==> src/rtl/bit_serializer.sv <==
// Parallel-to-serial feeder with a one-word holding register for gap-free streaming.
// Optional macro SER_PARITY_EN appends an even-parity bit to every frame.
module bit_serializer #(
  parameter int   DATA_W     = 8,
  parameter int   MSB_FIRST  = 1,
  parameter logic IDLE_LEVEL = 1'b0,
  parameter int   CNT_W      = 16
) (
  input  logic              CLK,
  input  logic              RST,
  input  logic [DATA_W-1:0] DIN,
  input  logic              DIN_VALID,
  output logic              DIN_READY,
  output logic              SOUT,
  output logic              SOUT_VALID,
  output logic              WORD_DONE,
  output logic              BUSY,
  output logic [CNT_W-1:0]  WORD_CNT
);

  localparam int BC_W = $clog2(DATA_W + 1);
  localparam logic [BC_W-1:0] LAST_BIT = BC_W'(DATA_W);
`ifndef SER_PARITY_EN
  localparam logic [BC_W-1:0] PENULT_BIT = BC_W'(DATA_W - 1);
`endif

  typedef enum logic [1:0] {
    ST_IDLE  = 2'd0,
    ST_SHIFT = 2'd1
`ifdef SER_PARITY_EN
    , ST_PAR = 2'd2
`endif
  } state_t;

  state_t            state_reg, state_next;
  logic [DATA_W-1:0] sr_reg, sr_next;
  logic [DATA_W-1:0] hold_reg, hold_next;
  logic              hold_full_reg, hold_full_next;
  logic [BC_W-1:0]   bit_cnt_reg, bit_cnt_next;
  logic              sout_reg, sout_next;
  logic              sout_valid_reg, sout_valid_next;
  logic              word_done_reg, word_done_next;
  logic [CNT_W-1:0]  word_cnt_reg;
`ifdef SER_PARITY_EN
  logic              parity_reg, parity_next;
`endif

  logic              xfer;
  logic              load_slot;
  logic              do_load;
  logic [DATA_W-1:0] load_word;

  // Bit that leaves first, and the word left after removing it.
  function automatic logic head_bit(input logic [DATA_W-1:0] w);
    return (MSB_FIRST != 0) ? w[DATA_W-1] : w[0];
  endfunction

  function automatic logic [DATA_W-1:0] advance(input logic [DATA_W-1:0] w);
    return (MSB_FIRST != 0) ? {w[DATA_W-2:0], 1'b0} : {1'b0, w[DATA_W-1:1]};
  endfunction

  assign DIN_READY  = !hold_full_reg && !RST;
  assign xfer       = DIN_VALID && DIN_READY;
  assign SOUT       = sout_reg;
  assign SOUT_VALID = sout_valid_reg;
  assign WORD_DONE  = word_done_reg;
  assign BUSY       = sout_valid_reg || hold_full_reg;
  assign WORD_CNT   = word_cnt_reg;

`ifdef SER_PARITY_EN
  assign load_slot = (state_reg == ST_IDLE) || (state_reg == ST_PAR);
`else
  assign load_slot = (state_reg == ST_IDLE) ||
                     ((state_reg == ST_SHIFT) && (bit_cnt_reg == LAST_BIT));
`endif

  always_comb begin
    state_next      = state_reg;
    sr_next         = sr_reg;
    hold_next       = hold_reg;
    hold_full_next  = hold_full_reg;
    bit_cnt_next    = bit_cnt_reg;
    sout_next       = sout_reg;
    sout_valid_next = sout_valid_reg;
    word_done_next  = 1'b0;
    do_load         = 1'b0;
    load_word       = hold_reg;
`ifdef SER_PARITY_EN
    parity_next     = parity_reg;
`endif

    if (load_slot) begin
      // Held word has priority; DIN_READY is low then, so no accept can collide.
      if (hold_full_reg) begin
        do_load        = 1'b1;
        hold_full_next = 1'b0;
      end else if (xfer) begin
        do_load   = 1'b1;
        load_word = DIN;
      end else begin
        state_next      = ST_IDLE;
        sout_next       = IDLE_LEVEL;
        sout_valid_next = 1'b0;
        bit_cnt_next    = '0;
      end
    end else begin
      if (xfer) begin
        hold_next      = DIN;
        hold_full_next = 1'b1;
      end
      if (state_reg == ST_SHIFT) begin
`ifdef SER_PARITY_EN
        if (bit_cnt_reg == LAST_BIT) begin
          state_next     = ST_PAR;
          sout_next      = parity_reg;
          word_done_next = 1'b1;
        end else begin
          sout_next    = head_bit(sr_reg);
          sr_next      = advance(sr_reg);
          bit_cnt_next = bit_cnt_reg + 1'b1;
        end
`else
        sout_next      = head_bit(sr_reg);
        sr_next        = advance(sr_reg);
        bit_cnt_next   = bit_cnt_reg + 1'b1;
        word_done_next = (bit_cnt_reg == PENULT_BIT);
`endif
      end
    end

    if (do_load) begin
      state_next      = ST_SHIFT;
      sout_next       = head_bit(load_word);
      sr_next         = advance(load_word);
      sout_valid_next = 1'b1;
      bit_cnt_next    = BC_W'(1);
`ifdef SER_PARITY_EN
      parity_next     = ^load_word;
`endif
    end
  end

  always_ff @(posedge CLK) begin
    if (RST) begin
      state_reg      <= ST_IDLE;
      sr_reg         <= '0;
      hold_reg       <= '0;
      hold_full_reg  <= 1'b0;
      bit_cnt_reg    <= '0;
      sout_reg       <= IDLE_LEVEL;
      sout_valid_reg <= 1'b0;
      word_done_reg  <= 1'b0;
      word_cnt_reg   <= '0;
`ifdef SER_PARITY_EN
      parity_reg     <= 1'b0;
`endif
    end else begin
      state_reg      <= state_next;
      sr_reg         <= sr_next;
      hold_reg       <= hold_next;
      hold_full_reg  <= hold_full_next;
      bit_cnt_reg    <= bit_cnt_next;
      sout_reg       <= sout_next;
      sout_valid_reg <= sout_valid_next;
      word_done_reg  <= word_done_next;
      word_cnt_reg   <= word_cnt_reg + CNT_W'(word_done_reg);
`ifdef SER_PARITY_EN
      parity_reg     <= parity_next;
`endif
    end
  end

endmodule
==> config.mk <==
export PLATFORM = sky130hd
export DESIGN_NAME = bit_serializer
export DESIGN_NICKNAME = d
export VERILOG_FILES = /design/src/rtl/bit_serializer.sv
export SDC_FILE = /design/constraint.sdc
export NUM_CORES = 1
export LEC_CHECK = 0
export CORE_MARGIN = 8
export CORE_UTILIZATION = 45
export CTS_CLUSTER_DIAMETER = 60
export DETAILED_ROUTE_END_ITERATION = 8
export PLACE_DENSITY = 0.81
export SYNTH_ARGS = -nofsm -noshare
export SYNTH_HDL_FRONTEND = slang
export SYNTH_SLANG_ARGS = --single-unit
==> constraint.sdc <==
create_clock -name CLK -period 1.7 [get_ports CLK]
set_clock_uncertainty 0.1 [all_clocks]
set_input_delay 0.34 -clock CLK [delete_from_list [all_inputs] [get_ports CLK]]
set_output_delay 0.34 -clock CLK [all_outputs]
set_load 0.1 [all_outputs]
==> summary.log <==
qor: setup_path.cp-startpoint hold_full_reg
qor: timing.drv_slew 0
qor: setup_path.r2r-start bit_cnt_reg[0]
qor: setup_path.crit_arrival 1200 ps
qor: timing.finalHoldViolations 0
qor: power_and_ir_drop.seqPwrFrac 48.2%
qor: worst_hold_path.hp-start DIN_VALID
qor: clock_tree.clock_sinks 39
qor: cells_and_area.finish.net_count 239
qor: cells_and_area.instances_no_fill 273
qor: timing.timing.fmax 610.2 MHz
qor: power_and_ir_drop.p_int 1.485 mW
qor: power_and_ir_drop.switchingPower 0.4776 mW
qor: placement.post-place-ws -235.1 ps
qor: timing.layout_worst_path_cycle_share 96.39%
qor: cells_and_area.insertedDiodeCount 0
qor: cells_and_area.share_of_layout_cells_above_drive_strength_1 32.44%
qor: setup_path.worstPathRequired 1260 ps
qor: worst_hold_path.holdCritPathClass in2reg
qor: die.io-pin-count 32
qor: routing.drt_iter0_drc 48
qor: power_and_ir_drop.pwr_density_cell 760.3 nW/µm²
qor: clock_tree.numCtsBuffers 5
qor: logic_synthesis.post_synth_num_cell_types 31
qor: outcome.result_of_the_run complete, no violations
qor: placement.final_weighted_congestion_of_routability_driven_global_placement 0.7760
qor: cells_and_area.largest_register_ff_count 16
qor: flow_run.max-cap-violations 0
qor: worst_hold_path.hold_path_depth 3
qor: clock_tree.cts_root_buffer clkbuf_8
qor: setup_path.worst_path_dominant_cell_family buffers and inverters
qor: setup_path.path_cells buf_4 > nor2_2 > buf_12
qor: logic_synthesis.mappedNetlistArea 1730 µm²
qor: routing.route.detailed.vias_per_inst 5.194
qor: routing.wl 3.876 mm
qor: die.dieWidth 78.01 µm
qor: die.dieArea 6086 µm²
qor: power_and_ir_drop.fraction_of_power_consumed_by_combinational_cells 14.0%
qor: routing.route.vias.total 1418
qor: setup_path.crit_path_start_kind flip-flop
qor: logic_synthesis.postSynthNetCount 197
qor: placement.port_buffer_cells 31
qor: die.core_box_area 3689 µm²
qor: routing.drtPass1Iterations 4
qor: grt.grtUsageTotal 13.46%
qor: timing.worst-slew-pin-transition 370.6 ps
qor: timing.finalWorstSetupSlack 61.30 ps
qor: logic_synthesis.synth_seq_area_share 45.12%
qor: timing.finalSetupViolCount 0
qor: clock_tree.hold_buffers 0
qor: setup_path.crit-reg2reg-capture sr_reg[6]
qor: setup_path.worst_setup_path_end_kind output pin
qor: timing.final.setup.tns 0 ps
qor: placement.post-dp-hpwl 2.804 mm
qor: clock_tree.clk_pin_slew_worst_paths 70 ps
qor: grt.grt_pass1_vias 1479
qor: placement.placed_cell_areas 2425 µm²
qor: setup_path.timing.critical_path.buf_inv 2
qor: routing.number_of_drc_violations_after_detailed_routing 0
qor: placement.placedCellCount 264
qor: setup_path.critPathSlowestCell dfxtp_1
qor: die.rows 22
qor: logic_synthesis.synthCells 182
qor: power_and_ir_drop.clock_power_share 37.8%
qor: setup_path.criticalPathCategory reg2out
qor: setup_path.critical_path.max_fanout 9
qor: grt.grt_pass1_wl 6.796 mm
qor: grt.number_of_antenna_violations_at_the_first_check_in_global_routing 0
qor: logic_synthesis.synth.avg_cell_area 9.508 µm²
qor: power_and_ir_drop.worst_ir_drop_vdd 0.6513 mV
qor: timing.period_needed 1639 ps
qor: clock_tree.cts_setup_buffers 0
qor: power_and_ir_drop.power.leakage 0.9895 nW
qor: clock_tree.ctsLongestPathBuffers 2
qor: cells_and_area.fin_area 2581 µm²
qor: setup_path.worst-r2r-setup-slack 130 ps
qor: power_and_ir_drop.p_sw_share 24.34%
qor: routing.wire_per_inst 14.20 µm
qor: clock_tree.cts_tree built
qor: logic_synthesis.ys_warns 0
qor: grt.gr-total-overflow 0
qor: worst_hold_path.worstHoldEndpoint hold_full_reg
qor: die.y_dimension_of_the_die 78.01 µm
qor: routing.detail-route-antenna-nets 0
qor: cells_and_area.syn_to_final_growth 49.17%
qor: logic_synthesis.ys_ff_latch 39
qor: timing.rsz_0062_raised_after_global_routing no
qor: setup_path.timing.reg2reg.worst_path_depth 6
qor: clock_tree.clock_insertion_delay_worst_skew 290 ps
qor: grt.largest_net_degree_at_the_start_of_global_routing 13
qor: clock_tree.clock_tree.htree_level_count 2
qor: die.floorplan.initialDensity 46.91%
qor: setup_path.max_stage_delay 380 ps
qor: cells_and_area.finish.utilization 69.98%
qor: timing.slew_headroom 75.29%
## worst max-delay path by stage
stage / depth (start not counted) / end / slack (ps)
2_1_floorplan: 3 / DIN_READY / -260
4_1_cts: 6 / sr_reg[2] / 10
3_5_place_dp: 6 / sr_reg[3] / -240
6_report: 3 / DIN_READY / 60
5_1_grt: 3 / DIN_READY / 8
3_3_place_gp: 6 / sr_reg[2] / -190
## kinds of logic after synthesis
group | synth area share (%)
AO/OA/AOI/OAI | 6.435
XOR/XNOR | 7.086
adder cells (fa/ha/maj) | 2.892
buffers and inverters | 3.181
flip-flops | 45.12
multiplexers | 9.834
AND/OR/NAND/NOR | 25.45
## routing by layer
metal | vias to the layer above | track usage, % | wire [µm]
met2 | 34 | 24.39 | 2010
met4 | 0 | 5.556 | 51
met1 | 671 | 14.28 | 1642
met3 | 7 | 3.872 | 171
li1 | 706 | - | -
met5 | - | 0 | 0
## synthesized netlist by cell type (all sizes together)
library cell  instances  area (µm²)
nand3                 9       60.06
nand2                11       41.29
nand2b                6       37.54
a21oi                 9       45.04
nand4                 2       33.78
o211ai                6       45.04
clkbuf                1       3.750
dfxtp                39       780.8
xnor2                12       105.1
or3                   1       6.260
nor3b                 2       15.01
ha                    4       50.05
nor3                  9       45.04
o21ai                 1       5.000
a21boi                1       7.510
and2                  1       6.260
inv                   5       18.77
mux2i                 8       80.08
nand3b                2       15.01
buf                   7       32.53
or2                   1       6.260
nor4                  3       37.54
nor2b                 5       31.28
xor2                  2       17.52
a221oi                1       8.760
mux2                  8       90.09
nor2                 26       105.1
## what timing repair did
| item | CTS | global route |
|---|---|---|
| endpoints found under the setup margin | 1 | 6 |
| gates resized for setup | 3 | 3 |
| pin swaps | 0 | 3 |
| cloned | 1 | 0 |
## worst register-to-register path, stage by stage, from the launching register on
cell      delay [ps]
dfxtp_1          370
inv_1             60
ha_1             190
nand3b_1         130
and2_1           370
nand2_1          120
a21oi_1          170
## placed cells by master, fill, tap and decap left out, drive strengths merged, types with 2 or more instances in the layout
cell type,instances
inv,5
nand2b,6
nor2b,5
mux2i,8
o211ai,6
nor3,9
nand3b,2
xnor2,12
ha,4
nand4,2
nor2,26
nand2,11
nor3b,2
xor2,2
clkdlybuf4s50,8
dfxtp,39
nand3,9
clkinv,2
a21oi,9
buf,32
clkbuf,5
mux2,8
nor4,3
## power by group through the flow
stage | clock [mW] | sequential (mW) | combinational [mW]
2_1_floorplan | 0 | 0.989 | 0.130
3_3_place_gp | 0 | 0.967 | 0.251
3_5_place_dp | 0 | 0.967 | 0.257
4_1_cts | 0.754 | 0.946 | 0.271
5_1_grt | 0.790 | 0.951 | 0.291
6_report | 0.741 | 0.947 | 0.275
## stage by stage
step	power, mW	hold WS (ps)
floorplan	1.118	309.9
global placement	1.218	344.2
detailed placement	1.224	343.3
CTS	1.972	357.3
global route	2.032	374.0
finish	1.962	341.2
## cell type report
| class | count | area (µm²) |
|---|---|---|
| Clock buffer | 5 | 68.82 |
| Clock inverter | 3 | 38.79 |
| Fill cell | 284 | 1107 |
| Inverter | 5 | 18.77 |
| Multi-Input combinational cell | 130 | 927.1 |
| Sequential cell | 39 | 823.3 |
| Tap cell | 48 | 60.06 |
| Timing Repair Buffer | 43 | 644.4 |
Note: power is estimated with default switching activity, not from simulation.
